### config.mk
export PLATFORM = sky130hd
export DESIGN_NAME = vram_scanout
export DESIGN_NICKNAME = d
export VERILOG_FILES = /design/src/rtl/vram_video_pkg.sv /design/src/rtl/vram_video_timing.sv /design/src/rtl/vram_scanout.sv
export SDC_FILE = /design/constraint.sdc
export NUM_CORES = 1
export LEC_CHECK = 0
export ABC_AREA = 0
export CAP_MARGIN = 20
export CORE_MARGIN = 5
export CORE_UTILIZATION = 40
export DETAILED_ROUTE_END_ITERATION = 12
export DONT_BUFFER_PORTS = 1
export GPL_TIMING_DRIVEN = 1
export SYNTH_ARGS = -nofsm -noshare
export SYNTH_HDL_FRONTEND = slang
export SYNTH_HIERARCHICAL = 1
export SYNTH_SLANG_ARGS = --single-unit
### constraint.sdc
create_clock -name i_clk -period 3.3 [get_ports i_clk]
set_clock_uncertainty 0.1 [all_clocks]
set_input_delay 0.165 -clock i_clk [delete_from_list [all_inputs] [get_ports i_clk]]
set_output_delay 0.165 -clock i_clk [all_outputs]
set_load 0.03 [all_outputs]
### src/rtl/vram_video_pkg.sv
// Shared definitions for the VRAM video path: default 640x480@60 raster
// timing, total-period helper, the fixed 16-colour palette and the RGB type.
package vram_video_pkg;

  typedef logic [23:0] rgb_t;

  localparam int DEF_WIDTH  = 128;
  localparam int DEF_HEIGHT = 128;
  localparam int DEF_SCALE  = 3;

  localparam int DEF_H_ACT  = 640;
  localparam int DEF_H_FP   = 16;
  localparam int DEF_H_SYNC = 96;
  localparam int DEF_H_BP   = 48;

  localparam int DEF_V_ACT  = 480;
  localparam int DEF_V_FP   = 10;
  localparam int DEF_V_SYNC = 2;
  localparam int DEF_V_BP   = 33;

  localparam logic DEF_SYNC_POL = 1'b0;

  localparam int DEF_H_TOTAL = DEF_H_ACT + DEF_H_FP + DEF_H_SYNC + DEF_H_BP;
  localparam int DEF_V_TOTAL = DEF_V_ACT + DEF_V_FP + DEF_V_SYNC + DEF_V_BP;

  function automatic int period_total(input int act, input int fp,
                                      input int sync, input int bp);
    return act + fp + sync + bp;
  endfunction

  // CGA ordering: 0 black .. 15 white.
  localparam rgb_t PALETTE [16] = '{
    24'h000000, 24'h0000AA, 24'h00AA00, 24'h00AAAA,
    24'hAA0000, 24'hAA00AA, 24'hAA5500, 24'hAAAAAA,
    24'h555555, 24'h5555FF, 24'h55FF55, 24'h55FFFF,
    24'hFF5555, 24'hFF55FF, 24'hFFFF55, 24'hFFFFFF
  };

endpackage

### src/rtl/vram_video_timing.sv
// Raster timing generator: horizontal/vertical counters, active window,
// sync pulses and the frame-start strobe, all in the stage-0 position.
// Ports:
//   i_clk, i_rst        pixel clock, synchronous active-high reset
//   o_active            counters inside the visible area
//   o_hs, o_vs          sync levels (SYNC_POL while asserted)
//   o_frame_start       first cycle of vertical sync
//   o_line_end          last cycle of every line (h wraps)
//   o_line_end_act      last cycle of a visible line
//   o_frame_end         last cycle of the frame (h and v wrap together)
module vram_video_timing
  import vram_video_pkg::*;
#(
  parameter int   H_ACT    = DEF_H_ACT,
  parameter int   H_FP     = DEF_H_FP,
  parameter int   H_SYNC   = DEF_H_SYNC,
  parameter int   H_BP     = DEF_H_BP,
  parameter int   V_ACT    = DEF_V_ACT,
  parameter int   V_FP     = DEF_V_FP,
  parameter int   V_SYNC   = DEF_V_SYNC,
  parameter int   V_BP     = DEF_V_BP,
  parameter logic SYNC_POL = DEF_SYNC_POL
) (
  input  logic i_clk,
  input  logic i_rst,
  output logic o_active,
  output logic o_hs,
  output logic o_vs,
  output logic o_frame_start,
  output logic o_line_end,
  output logic o_line_end_act,
  output logic o_frame_end
);

  localparam int H_TOTAL = period_total(H_ACT, H_FP, H_SYNC, H_BP);
  localparam int V_TOTAL = period_total(V_ACT, V_FP, V_SYNC, V_BP);
  localparam int HW      = $clog2(H_TOTAL);
  localparam int VW      = $clog2(V_TOTAL);

  logic [HW-1:0] h_cnt_q, h_cnt_d;
  logic [VW-1:0] v_cnt_q, v_cnt_d;
  logic          h_wrap, v_wrap;
  logic          h_vis, v_vis;

  always_comb begin
    h_wrap  = (int'(h_cnt_q) == H_TOTAL - 1);
    v_wrap  = (int'(v_cnt_q) == V_TOTAL - 1);
    h_cnt_d = h_wrap ? '0 : h_cnt_q + HW'(1);
    v_cnt_d = v_cnt_q;
    if (h_wrap) begin
      v_cnt_d = v_wrap ? '0 : v_cnt_q + VW'(1);
    end
  end

  always_ff @(posedge i_clk) begin
    if (i_rst) begin
      h_cnt_q <= '0;
      v_cnt_q <= '0;
    end else begin
      h_cnt_q <= h_cnt_d;
      v_cnt_q <= v_cnt_d;
    end
  end

  always_comb begin
    h_vis          = (int'(h_cnt_q) < H_ACT);
    v_vis          = (int'(v_cnt_q) < V_ACT);
    o_active       = h_vis && v_vis;
    o_hs           = ((int'(h_cnt_q) >= H_ACT + H_FP) &&
                      (int'(h_cnt_q) <  H_ACT + H_FP + H_SYNC)) ? SYNC_POL : ~SYNC_POL;
    o_vs           = ((int'(v_cnt_q) >= V_ACT + V_FP) &&
                      (int'(v_cnt_q) <  V_ACT + V_FP + V_SYNC)) ? SYNC_POL : ~SYNC_POL;
    o_frame_start  = (h_cnt_q == '0) && (int'(v_cnt_q) == V_ACT + V_FP);
    o_line_end     = h_wrap;
    o_line_end_act = h_wrap && v_vis;
    o_frame_end    = h_wrap && v_wrap;
  end

endmodule

### src/rtl/vram_scanout.sv
// Video-side VRAM reader: raster timing, image tracking with SCALE-times
// pixel replication, 1-cycle synchronous VRAM fetch of packed nibbles and
// palette expansion to 24-bit RGB. Two-stage pipe from counter position to
// outputs; all outputs share the same latency.
// Ports:
//   i_clk, i_rst   pixel clock, synchronous active-high reset
//   o_mev          VRAM video-port select (fetch this cycle)
//   o_adrv         VRAM byte address (2 pixels per byte, low nibble = even pixel)
//   i_qv           VRAM read data, valid one cycle after o_mev/o_adrv
//   o_hsync/o_vsync sync outputs, o_de active video, o_rgb {R,G,B}
//   o_frame        one-cycle pulse with the first cycle of vertical sync
module vram_scanout
  import vram_video_pkg::*;
#(
  parameter int   WIDTH     = DEF_WIDTH,
  parameter int   HEIGHT    = DEF_HEIGHT,
  parameter int   SCALE     = DEF_SCALE,
  parameter int   WORD_SIZE = (WIDTH * HEIGHT + 1) >> 1,
  parameter int   H_ACT     = DEF_H_ACT,
  parameter int   H_FP      = DEF_H_FP,
  parameter int   H_SYNC    = DEF_H_SYNC,
  parameter int   H_BP      = DEF_H_BP,
  parameter int   V_ACT     = DEF_V_ACT,
  parameter int   V_FP      = DEF_V_FP,
  parameter int   V_SYNC    = DEF_V_SYNC,
  parameter int   V_BP      = DEF_V_BP,
  parameter logic SYNC_POL  = DEF_SYNC_POL
) (
  input  logic                         i_clk,
  input  logic                         i_rst,
  output logic                         o_mev,
  output logic [$clog2(WORD_SIZE)-1:0] o_adrv,
  input  logic [7:0]                   i_qv,
  output logic                         o_hsync,
  output logic                         o_vsync,
  output logic                         o_de,
  output logic [23:0]                  o_rgb,
  output logic                         o_frame
);

  localparam int AW = $clog2(WORD_SIZE);
  // AW+1 bits hold every displayable pixel index (W*H-1); row_base may
  // overflow once img_y saturates at HEIGHT, but in_img masks that case.
  localparam int PW = AW + 1;
  localparam int XW = $clog2(WIDTH + 1);
  localparam int YW = $clog2(HEIGHT + 1);
  localparam int SW = $clog2(SCALE + 1);

  localparam logic [SW-1:0] SUB_LAST = SW'(SCALE - 1);
  localparam logic [PW-1:0] ROW_STEP = PW'(WIDTH);

  logic active, hs, vs, frame_start, line_end, line_end_act, frame_end;

  vram_video_timing #(
    .H_ACT   (H_ACT),
    .H_FP    (H_FP),
    .H_SYNC  (H_SYNC),
    .H_BP    (H_BP),
    .V_ACT   (V_ACT),
    .V_FP    (V_FP),
    .V_SYNC  (V_SYNC),
    .V_BP    (V_BP),
    .SYNC_POL(SYNC_POL)
  ) u_timing (
    .i_clk         (i_clk),
    .i_rst         (i_rst),
    .o_active      (active),
    .o_hs          (hs),
    .o_vs          (vs),
    .o_frame_start (frame_start),
    .o_line_end    (line_end),
    .o_line_end_act(line_end_act),
    .o_frame_end   (frame_end)
  );

  // Stage 0: image position tracking (no division).
  logic [SW-1:0] sub_x_q, sub_x_d, sub_y_q, sub_y_d;
  logic [XW-1:0] img_x_q, img_x_d;
  logic [YW-1:0] img_y_q, img_y_d;
  logic [PW-1:0] row_base_q, row_base_d;

  always_comb begin
    sub_x_d    = sub_x_q;
    img_x_d    = img_x_q;
    sub_y_d    = sub_y_q;
    img_y_d    = img_y_q;
    row_base_d = row_base_q;

    if (line_end) begin
      sub_x_d = '0;
      img_x_d = '0;
    end else if (sub_x_q == SUB_LAST) begin
      sub_x_d = '0;
      // Saturate past the image edge so the counter cannot wrap back in.
      if (int'(img_x_q) < WIDTH) img_x_d = img_x_q + XW'(1);
    end else begin
      sub_x_d = sub_x_q + SW'(1);
    end

    if (frame_end) begin
      sub_y_d    = '0;
      img_y_d    = '0;
      row_base_d = '0;
    end else if (line_end_act) begin
      if (sub_y_q == SUB_LAST) begin
        sub_y_d = '0;
        if (int'(img_y_q) < HEIGHT) begin
          img_y_d    = img_y_q + YW'(1);
          row_base_d = row_base_q + ROW_STEP;
        end
      end else begin
        sub_y_d = sub_y_q + SW'(1);
      end
    end
  end

  always_ff @(posedge i_clk) begin
    if (i_rst) begin
      sub_x_q    <= '0;
      img_x_q    <= '0;
      sub_y_q    <= '0;
      img_y_q    <= '0;
      row_base_q <= '0;
    end else begin
      sub_x_q    <= sub_x_d;
      img_x_q    <= img_x_d;
      sub_y_q    <= sub_y_d;
      img_y_q    <= img_y_d;
      row_base_q <= row_base_d;
    end
  end

  logic [PW-1:0] pix;
  logic          in_img;

  always_comb begin
    pix    = row_base_q + PW'(img_x_q);
    in_img = active && (int'(img_x_q) < WIDTH) && (int'(img_y_q) < HEIGHT);
  end

  assign o_mev  = in_img && !i_rst;
  assign o_adrv = pix[AW:1];

  // Stage 1: timing and nibble select aligned with the VRAM read latency.
  logic in_img_s1_q, sel_s1_q, de_s1_q, hs_s1_q, vs_s1_q, frame_s1_q;

  always_ff @(posedge i_clk) begin
    if (i_rst) begin
      in_img_s1_q <= 1'b0;
      sel_s1_q    <= 1'b0;
      de_s1_q     <= 1'b0;
      hs_s1_q     <= ~SYNC_POL;
      vs_s1_q     <= ~SYNC_POL;
      frame_s1_q  <= 1'b0;
    end else begin
      in_img_s1_q <= in_img;
      sel_s1_q    <= pix[0];
      de_s1_q     <= active;
      hs_s1_q     <= hs;
      vs_s1_q     <= vs;
      frame_s1_q  <= frame_start;
    end
  end

  // Stage 2: palette lookup and output registers.
  logic [3:0] nibble;
  rgb_t       rgb_d, rgb_q;
  logic       de_q, hs_q, vs_q, frame_q;

  always_comb begin
    nibble = sel_s1_q ? i_qv[7:4] : i_qv[3:0];
    rgb_d  = in_img_s1_q ? PALETTE[nibble] : 24'h0;
  end

  always_ff @(posedge i_clk) begin
    if (i_rst) begin
      rgb_q   <= 24'h0;
      de_q    <= 1'b0;
      hs_q    <= ~SYNC_POL;
      vs_q    <= ~SYNC_POL;
      frame_q <= 1'b0;
    end else begin
      rgb_q   <= rgb_d;
      de_q    <= de_s1_q;
      hs_q    <= hs_s1_q;
      vs_q    <= vs_s1_q;
      frame_q <= frame_s1_q;
    end
  end

  assign o_rgb   = rgb_q;
  assign o_de    = de_q;
  assign o_hsync = hs_q;
  assign o_vsync = vs_q;
  assign o_frame = frame_q;

endmodule

==> results of run 1 <==
==> critical path, cell delays in order, from the launching register on <==
cell and delay (ns):
dfxtp_1 0.38, ha_1 0.21, and4_1 0.40, nand3_2 0.20, nor3_1 0.44, nand4bb_1 0.14
buf_4 0.21, or4_1 0.50, a21oi_1 0.14
==> kinds of logic (layout without fill, tap and decap cells) <==
logic type               after synthesis  in the layout  synth area share [%]
AO/OA/AOI/OAI                         45             45                 8.299
buffers and inverters                 49             42                 9.868
XOR/XNOR                              22             22                 6.358
AND/OR/NAND/NOR                      141            141                 27.66
flip-flops                            62             62                 40.96
multiplexers                           7              7                 2.312
adder cells (fa/ha/maj)               11             11                 4.542
==> through the flow <==
step,instances,power [uW]
floorplan,337,895.6
global placement,401,886.1
detailed placement,402,892.7
CTS,429,1575
global route,429,1624
finish,429,1550
==> layout make-up <==
class / instances / area [um2]
inverters: 12 / 45.04
repair buffers: 14 / 152.6
clock buffers: 9 / 123.9
fillers: 708 / 4080
multi-input cells: 226 / 1490
well taps: 99 / 123.9
flip-flops and latches: 62 / 1242
clock inverters: 7 / 72.57
==> sequential cells by signal, indices dropped and copies added (netlist names) <==
register and cells:
o_rgb 5, o_de 1, sel_s1_q 1, u_timing/h_cnt_q 10
img_y_q 8, hs_s1_q 1, row_base_q 7, de_s1_q 1
o_hsync 1, in_img_s1_q 1, vs_s1_q 1, frame_s1_q 1
sub_y_q 2, o_frame 1, sub_x_q 2, u_timing/v_cnt_q 10
o_vsync 1, img_x_q 8
==> metal layers <==
layer  vias to the layer above  wire length [um]
met5                         -                 0
met2                        42              2575
met4                         0               104
met3                         9               325
met1                      1000              2708
li1                       1118                 -
==> power by group through the flow <==
stage               clock, uW  sequential (uW)  combinational [uW]
floorplan                   0              801                95.0
global placement            0              831                54.6
detailed placement          0              822                70.9
CTS                       684              804                86.5
global route              719              807                97.8
finish                    660              804                85.9
==> how the worst max path moves through the flow <==
stage,to,slack (ns),depth (start not counted)
2_1_floorplan,img_y_q[5],0.94,9
3_3_place_gp,img_y_q[6],0.65,8
3_5_place_dp,img_y_q[5],0.53,8
4_1_cts,img_y_q[6],0.51,8
5_1_grt,img_y_q[5],0.29,8
6_report,img_y_q[5],0.49,8
==> layout by cell type (no fill, tap or decap), drive strengths merged, types with 9 or more instances in the layout <==
cell / netlist / final
dfxtp: 62 / 62
nor2: 29 / 29
a21oi: 22 / 22
nand2: 21 / 21
or3: 15 / 15
o21ai: 14 / 14
nand3: 14 / 14
inv: 12 / 14
xnor2: 11 / 11
xor2: 11 / 11
ha: 11 / 11
dlygate4sd3: 0 / 11
nand4: 11 / 11
clkbuf: 7 / 9
==> timing repair <==
item,CTS,global route
endpoints found under the setup margin,0,0
buffers inserted,0,0
hold endpoints to repair,28,0
hold buffers,11,0
==> qor.yml, run 1 <==
outcome:
  status: "complete, no violations"
floorplan:
  die_area_um2: 9417
  die_y_um: 97.04
  die_x_um: 97.04
  start_util_pct: 41.34
  num_io_pins: 52
  core-area_um2: 7331
  core.rowCount: 31
pwr:
  comb_power_share_pct: 5.5
  peakVddDrop_mv: 0.2731
  p_leak_uw: 0.001167
  switching_power_uw: 393.5
  power_frac_seq_pct: 51.9
  power_report.internal_total_uw: 1157
  swShare_pct: 25.38
  clockPowerShare_pct: 42.6
  power_density_nw_per_um2: 476.9
logic_synthesis:
  synth_top_area_cell: "dfxtp_1"
  async_flop_share_pct: 0
  syn-mean-instance-area_um2: 8.992
  postSynthCellCount: 337
  netlist_area_um2: 3030
  synthFlopType: "dfxtp_1"
  synthesis.nets: 358
  yosysWarnings: 6
  synth.yosys.seq_area_share_pct: 40.96
  synth.most_common_cell: "dfxtp_1"
  synth_edf_count: 0
  synth.top_cell.area_share_pct: 40.96
  ys_top_cells_by_count: "62 x dfxtp_1, 28 x nor2_1, 26 x buf_4, 22 x a21oi_1, 21 x nand2_1"
  synth.area.top_cells: "dfxtp_1 41%, buf_4 6.4%, ha_1 4.5%, a21oi_1 3.6%, nor2_1 3.5%"
  ys_types: 44
  ys_seq_elements: 62
hold_path:
  hold_path_end: "o_rgb[21]"
  hold_path.class: "input pin to register"
  hp-start: "i_rst"
  whs_path_depth: 2
grt:
  antenna_found_initial: 0
  grt_pass1_wl_mm: 9.963
  grt_pass1_vias: 2130
  met1_usage_pct: 15.41
  top_usage_layer: "met2"
  use_met2_pct: 20.06
  grt_start_max_net_pins: 20
  globalRouteMet3Util_pct: 4.964
  grt-ovfl-total: 0
  track_usage_pct: 12.80
placed_design:
  hpwl_mm: 3.877
  place_congestion: 0.8007
  dpl_cell_area_um2: 2944
  port-buffer-count: 0
  dpl_worst_slack_ns: 0.5319
run:
  drv_cap: 0
setup_path:
  arrival_ns: 2.99
  rr_startpoint: "u_timing/h_cnt_q[0]"
  required_ns: 3.47
  crit_path_end_kind: "register"
  path_class: "register to register"
  crit_start: "u_timing/h_cnt_q[0]"
  cp-start-kind: "register"
  cp_max_fo: 19
  ff2ff_setup_slack_ns: 0.49
  reg2reg_to: "img_y_q[5]"
  r2r_cells: 8
route:
  via_per_inst: 5.056
  num_vias: 2169
  post_drt_wl_per_cell_um: 13.32
  drtPass1Iterations: 4
  drc: 0
  ant_nets: 0
  wl_mm: 5.713
  first_iter_violations: 63
cts:
  cts.sinks: 62
  path_clk_slew_ns: 0.07
  cts_made_buffers: 9
  post_cts_resized: 0
  clock_latency_ns: 0.34
  htreeDepth: 3
  cts_buffer_depth: 2
  cts_tree: "built"
  cts_root_buf: "clkbuf_8"
sta:
  tns_ns: 0
  setup_ws_ns: 0.4870
  hold_slack_ns: 0.01102
  period_needed_ns: 2.813
  final_max_slew_viol_count: 0
  worst_pin_slew_ns: 1.134
  slew-limit-headroom_pct: 24.31
  fmax_mhz: 355.5
  hold_viol_final: 0
  rsz0062_at_grt: "false"
  finalCritPeriodShare_pct: 85.24
  setup_viol: 0
final_layout:
  drive_above_1_share_pct: 10.61
  syn2layout_area_growth_pct: 7.267
  nets: 346
  antennaDiodeCount: 0
  final_area_um2: 3251
  fin_util_pct: 44.34
No activity file was read; power rests on OpenSTA's default activity.
==> run 2, diff against run 1 <==
- CELL_PAD_IN_SITES_DETAIL_PLACEMENT: default -> 1
- CELL_PAD_IN_SITES_GLOBAL_PLACEMENT: default -> 1
- PLACE_DENSITY_LB_ADDON: default -> 0.1
==> run 2 against run 1 <==
Total power decreased by 4.0%. Hold slack improved by 0.012 ns. Highest routed layer unchanged. Wire length increased by 14%. Count of clock-buffer cells in the layout unchanged. Largest cell class unchanged. Critical endpoint unchanged. Final area decreased by 1.4%. Global-route usage increased by 1.3 points.
==> qor.yml, run 2 (synthesized netlist as in run 1, its figures left out) <==
outcome:
  status: "complete, no violations"  # unchanged
route:
  wl_mm: 6.493  # was 5.713 mm
  first_iter_violations: 33  # was 63
  num_vias: 2216  # was 2169
  drtPass1Iterations: 4  # unchanged
  drc: 0  # unchanged
  ant_nets: 0  # unchanged
  via_per_inst: 5.166  # was 5.056
  post_drt_wl_per_cell_um: 15.14  # was 13.32 um
final_layout:
  final_cell_mix: "61 x dfxtp_1, 28 x nor2_1, 22 x a21oi_1"  # unchanged
  syn2layout_area_growth_pct: 5.780  # was 7.267%
  antennaDiodeCount: 0  # unchanged
  instances_no_fill: 429  # unchanged
  top_regs: "u_timing/h_cnt_q: 10 flops, u_timing/v_cnt_q: 10 flops"  # unchanged
  nets: 346  # unchanged
  mostFrequentLayoutCell: "dfxtp_1"  # unchanged
  nFillCells: 866  # was 708
  fin_util_pct: 43.73  # was 44.34%
  drive_above_1_share_pct: 10.91  # was 10.61%
sta:
  hold_viol_final: 0  # unchanged
  finalCritPeriodShare_pct: 86.52  # was 85.24%
  setup_viol: 0  # unchanged
  final_max_slew_viol_count: 0  # unchanged
  rsz0062_at_grt: "false"  # unchanged
  period_needed_ns: 2.855  # was 2.813 ns
  tns_ns: 0  # unchanged
  setup_ws_ns: 0.4449  # was 0.4870 ns
  worst_pin_slew_ns: 1.129  # was 1.134 ns
  slew-limit-headroom_pct: 24.60  # was 24.31%
  fmax_mhz: 350.2  # was 355.5 MHz
setup_path:
  cp_max_fo: 19  # unchanged
  cp_slowest_stage_delay_ns: 0.51  # was 0.50 ns
  path_cells: "ha_1 -> and4_1 -> nand3_2 -> nor3_1 -> nand4bb_1 -> buf_4 -> or4_1 -> a21oi_1"  # unchanged
  ff2ff_setup_slack_ns: 0.44  # was 0.49 ns
  rr_startpoint: "u_timing/h_cnt_q[0]"  # unchanged
  crit_path_end_kind: "register"  # unchanged
  crit_path_top_delay_cell: "or4_1"  # unchanged
  critPathTopFamily: "simple AND/OR/NAND/NOR gates"  # unchanged
  path_class: "register to register"  # unchanged
  arrival_ns: 3.03  # was 2.99 ns
  path_buf_inv: 1  # unchanged
  cp-start-kind: "register"  # unchanged
  reg2reg_to: "img_y_q[5]"  # unchanged
  r2r_cells: 8  # unchanged
  required_ns: 3.48  # was 3.47 ns
floorplan:
  die_area_um2: 9417  # unchanged
  start_util_pct: 41.34  # unchanged
  num_io_pins: 52  # unchanged
  die_x_um: 97.04  # unchanged
  core-area_um2: 7331  # unchanged
  die_y_um: 97.04  # unchanged
  core.rowCount: 31  # unchanged
grt:
  grt_pass1_wl_mm: 10.80  # was 9.963 mm
  antenna_found_initial: 0  # unchanged
  grt_start_max_net_pins: 20  # unchanged
  track_usage_pct: 14.11  # was 12.80%
  grt_pass1_vias: 2228  # was 2130
  grt-ovfl-total: 0  # unchanged
pwr:
  power_frac_seq_pct: 54.0  # was 51.9%
  clockPowerShare_pct: 40.1  # was 42.6%
  power_report.internal_total_uw: 1079  # was 1157 uW
  peakVddDrop_mv: 0.1706  # was 0.2731 mV
  switching_power_uw: 409.7  # was 393.5 uW
  p_leak_uw: 0.001152  # was 0.001167 uW
  power_density_nw_per_um2: 464.3  # was 476.9 nW/um2
  p_total_uw: 1488  # was 1550 uW
  swShare_pct: 27.53  # was 25.38%
  comb_power_share_pct: 5.8  # was 5.5%
placed_design:
  place_congestion: 0.7425  # was 0.8007
  hpwl_mm: 4.366  # was 3.877 mm
  dpl_worst_slack_ns: 0.4645  # was 0.5319 ns
  port-buffer-count: 0  # unchanged
  dpl.cell_count: 403  # was 402
cts:
  cts_tree: "built"  # unchanged
  cts_made_buffers: 9  # unchanged
  cts_root_buf: "clkbuf_8"  # unchanged
  cts.sinks: 62  # unchanged
  htreeDepth: 3  # unchanged
  cts_buffer_depth: 2  # unchanged
  clock_latency_ns: 0.35  # was 0.34 ns
  path_clk_slew_ns: 0.08  # was 0.07 ns
hold_path:
  whs_path_depth: 2  # unchanged
  hold_path.class: "input pin to register"  # unchanged
  hp-start: "i_qv[7]"  # was i_rst
  hold_path_end: "o_rgb[15]"  # was o_rgb[21]
run:
  drv_cap: 0  # unchanged
==> run 2: changes by cell type in the layout (fill, tap and decap cells not counted) <==
cell           previous run  this run
buf_16                    1         0
clkinv_4                  0         3
clkinv_2                  2         3
buf_4                     2         4
clkinvlp_4                2         0
inv_6                     2         1
bufinv_16                 1         0
dlygate4sd3_1            11        10
==> run 2: layout make-up <==
type | count | area (um2) | share of cell area, %
clock buffers | 9 | 123.9 | 3.864
clock inverters | 7 | 50.05 | 1.561
inverters | 12 | 45.04 | 1.405
multi-input cells | 226 | 1490 | 46.49
flip-flops and latches | 62 | 1242 | 38.76
well taps | 99 | 123.9 | 3.864
repair buffers | 14 | 130.1 | 4.059
==> run 2: how the worst max path moves through the flow <==
| stage | start | cells after the start | slack [ns] | end |
|---|---|---|---|---|
| 6_report | u_timing/h_cnt_q[0] | 8 | 0.44 | img_y_q[5] |
| 3_3_place_gp | u_timing/h_cnt_q[0] | 8 | 0.61 | img_y_q[6] |
| 5_1_grt | u_timing/h_cnt_q[0] | 8 | 0.26 | img_y_q[5] |
| 4_1_cts | u_timing/h_cnt_q[0] | 8 | 0.44 | img_y_q[5] |
| 3_5_place_dp | u_timing/h_cnt_q[0] | 8 | 0.46 | img_y_q[5] |
| 2_1_floorplan | u_timing/h_cnt_q[0] | 9 | 0.94 | img_y_q[5] |
==> run 2: timing repair <==
item,CTS,global route
hold buffers,10,0
hold endpoints to repair,23,0
buffers inserted,0,0
resized for setup,0,0
==> run 2: metrics by stage <==
| step | area [um2] | hold WS, ns |
|---|---|---|
| after global placement | 2932 | 0.1389 |
| final | 3206 | 0.02306 |
| after floorplan | 3030 | 0.1341 |
| after detailed placement | 2932 | 0.1425 |
| after global routing | 3206 | 0.01868 |
| after CTS | 3206 | 0.005772 |
==> run 2: per-layer routing <==
layer  vias up  GRT usage, %  part of all wire (%)
met1      1052         17.24                    49
met5         -             0                     0
met2        32         22.45                    45
met4         0         7.019                   2.1
li1       1119             -                     -
met3        13         4.245                   4.1
==> run 2: power groups by stage <==
stage | logic [uW] | registers [uW] | clock network (uW)
after CTS | 87.2 | 804 | 622
after floorplan | 95.0 | 801 | 0
final | 87.0 | 804 | 597
after global routing | 98.0 | 806 | 663
after global placement | 70.1 | 821 | 0
after detailed placement | 70.8 | 821 | 0
==> run 3, diff against run 2 <==
- CORE_ASPECT_RATIO: default -> 0.5
==> run 3 against run 2 <==
Hold slack gained 0.016 ns. Sequential power grew 1%. Sequential share of layout area is 1.2 points lower. Worst setup slack worse by 0.069 ns. Utilization is 1.3 points higher. First-iteration DRC count increased to 3.0 times the previous value. Largest cell class unchanged. Critical path depth unchanged. Register-to-register slack got worse by 0.07 ns.
==> qor.yml, run 3 (synthesized netlist as in run 1, its figures left out) <==
grt:
  antenna_found_initial: 0  # unchanged
  grt_pass1_wl_mm: 11.31  # was 10.80 mm
  track_usage_pct: 14.91  # was 14.11%
  grt-ovfl-total: 0  # unchanged
  grt_start_max_net_pins: 20  # unchanged
  grt_pass1_vias: 2325  # was 2228
cts:
  clock_latency_ns: 0.33  # was 0.35 ns
  post_cts_resized: 0  # unchanged
  path_clk_slew_ns: 0.05  # was 0.08 ns
  cts_buffer_depth: 2  # unchanged
  cts_root_buf: "clkbuf_16"  # was clkbuf_8
  cts_tree: "built"  # unchanged
  htreeDepth: 3  # unchanged
  cts_made_buffers: 9  # unchanged
  cts.sinks: 62  # unchanged
setup_path:
  r2r_cells: 8  # unchanged
  path_class: "register to register"  # unchanged
  ff2ff_setup_slack_ns: 0.38  # was 0.44 ns
  arrival_ns: 3.08  # was 3.03 ns
  cp-start-kind: "register"  # unchanged
  crit_path_end: "img_y_q[6]"  # was img_y_q[5]
  crit_start: "u_timing/h_cnt_q[0]"  # unchanged
  reg2reg_to: "img_y_q[6]"  # was img_y_q[5]
  cp_max_fo: 19  # unchanged
  required_ns: 3.45  # was 3.48 ns
  crit_path_end_kind: "register"  # unchanged
  rr_startpoint: "u_timing/h_cnt_q[0]"  # unchanged
sta:
  slew-limit-headroom_pct: 24.14  # was 24.60%
  final_max_slew_viol_count: 0  # unchanged
  hold_slack_ns: 0.03873  # was 0.02306 ns
  setup_viol: 0  # unchanged
  hold_viol_final: 0  # unchanged
  period_needed_ns: 2.924  # was 2.855 ns
  rsz0062_at_grt: "false"  # unchanged
  setup_ws_ns: 0.3757  # was 0.4449 ns
  finalCritPeriodShare_pct: 88.62  # was 86.52%
  tns_ns: 0  # unchanged
  fmax_mhz: 342.0  # was 350.2 MHz
  worst_pin_slew_ns: 1.136  # was 1.129 ns
placed_design:
  place_congestion: 0.7962  # was 0.7425
  port-buffer-count: 0  # unchanged
  dpl.cell_count: 399  # was 403
  dpl_worst_slack_ns: 0.3849  # was 0.4645 ns
  hpwl_mm: 4.552  # was 4.366 mm
floorplan:
  num_io_pins: 52  # unchanged
  start_util_pct: 41.23  # was 41.34%
  core.rowCount: 22  # was 31
  die_y_um: 71.55  # was 97.04 um
  core-area_um2: 7350  # was 7331 um2
  die_area_um2: 9522  # was 9417 um2
  die_x_um: 133.1  # was 97.04 um
route:
  post_drt_wl_per_cell_um: 15.76  # was 15.14 um
  num_vias: 2250  # was 2216
  drtPass1Iterations: 4  # unchanged
  via_per_inst: 5.332  # was 5.166
  drc: 0  # unchanged
  first_iter_violations: 100  # was 33
  wl_mm: 6.651  # was 6.493 mm
  ant_nets: 0  # unchanged
final_layout:
  drive_above_1_share_pct: 10.43  # was 10.91%
  top_regs: "u_timing/h_cnt_q: 10 flops, u_timing/v_cnt_q: 10 flops"  # unchanged
  mostFrequentLayoutCell: "dfxtp_1"  # unchanged
  instances_no_fill: 422  # was 429
  final_cell_mix: "61 x dfxtp_1, 28 x nor2_1, 22 x a21oi_1"  # unchanged
  nets: 343  # was 346
  antennaDiodeCount: 0  # unchanged
  syn2layout_area_growth_pct: 9.207  # was 5.780%
run:
  drv_cap: 0  # unchanged
pwr:
  p_leak_uw: 0.001196  # was 0.001152 uW
  power_density_nw_per_um2: 559.2  # was 464.3 nW/um2
  p_total_uw: 1851  # was 1488 uW
  peakVddDrop_mv: 0.2489  # was 0.1706 mV
outcome:
  status: "complete, no violations"  # unchanged
hold_path:
  hold_path.class: "input pin to register"  # unchanged
-- run 3: changes by cell type in the layout (fill, tap and decap cells not counted), sizes merged --
| cell | change |
|---|---|
| inv | -1 |
| clkinv | -5 |
| clkbuf | +3 |
| buf | -1 |
| bufinv | +1 |
| clkinvlp | +1 |
| dlygate4sd3 | -2 |
-- run 3: power breakdown --
part | switching (uW) | internal (uW)
logic | 41.0 | 36.0
clock network | 321 | 640
registers | 45.5 | 767
-- run 3: worst min-delay path by stage --
stage / start / endpoint / cells after the start
global placement: i_rst / u_timing/h_cnt_q[6] / 1
global route: i_rst / img_x_q[4] / 2
detailed placement: i_rst / u_timing/h_cnt_q[6] / 1
CTS: i_qv[1] / o_rgb[15] / 2
finish: i_rst / u_timing/v_cnt_q[9] / 2
floorplan: i_rst / u_timing/v_cnt_q[1] / 1
-- run 3: area by class of cell --
cell class	count	area, um2
Clock buffer	12	266.5
Clock inverter	3	42.54
Fill cell	834	4040
Inverter	12	45.04
Multi-Input combinational cell	226	1490
Sequential cell	62	1242
Tap cell	96	120.1
Timing Repair Buffer	11	102.6
-- run 3: routing by layer --
layer / wire, um / part of all wire [%] / global-route usage (%)
met4: 92 / 1.4 / 4.903
met2: 3130 / 47 / 24.89
met3: 319 / 4.8 / 5.961
met1: 3108 / 47 / 17.79
met5: 0 / 0 / 0
-- run 3: per-stage QoR --
step	cell area (um2)	utilization, %
6_report	3309	45.03
5_1_grt	3309	45.03
4_1_cts	3309	45.03
3_5_place_dp	2920	39.73
3_3_place_gp	2920	39.73
2_1_floorplan	3030	-
-- run 3: critical path, stage by stage, from the launching register on --
cell	delay [ns]
dfxtp_1	0.39
ha_1	0.22
and4_1	0.39
nand3_2	0.20
nor3_1	0.49
nand4bb_1	0.16
buf_4	0.22
or4_1	0.51
a21oi_1	0.15
-- run 3: what timing repair did --
action,4_1_cts,5_1_grt
hold endpoints to repair,23,0
buffers inserted,0,0
hold buffers,8,0
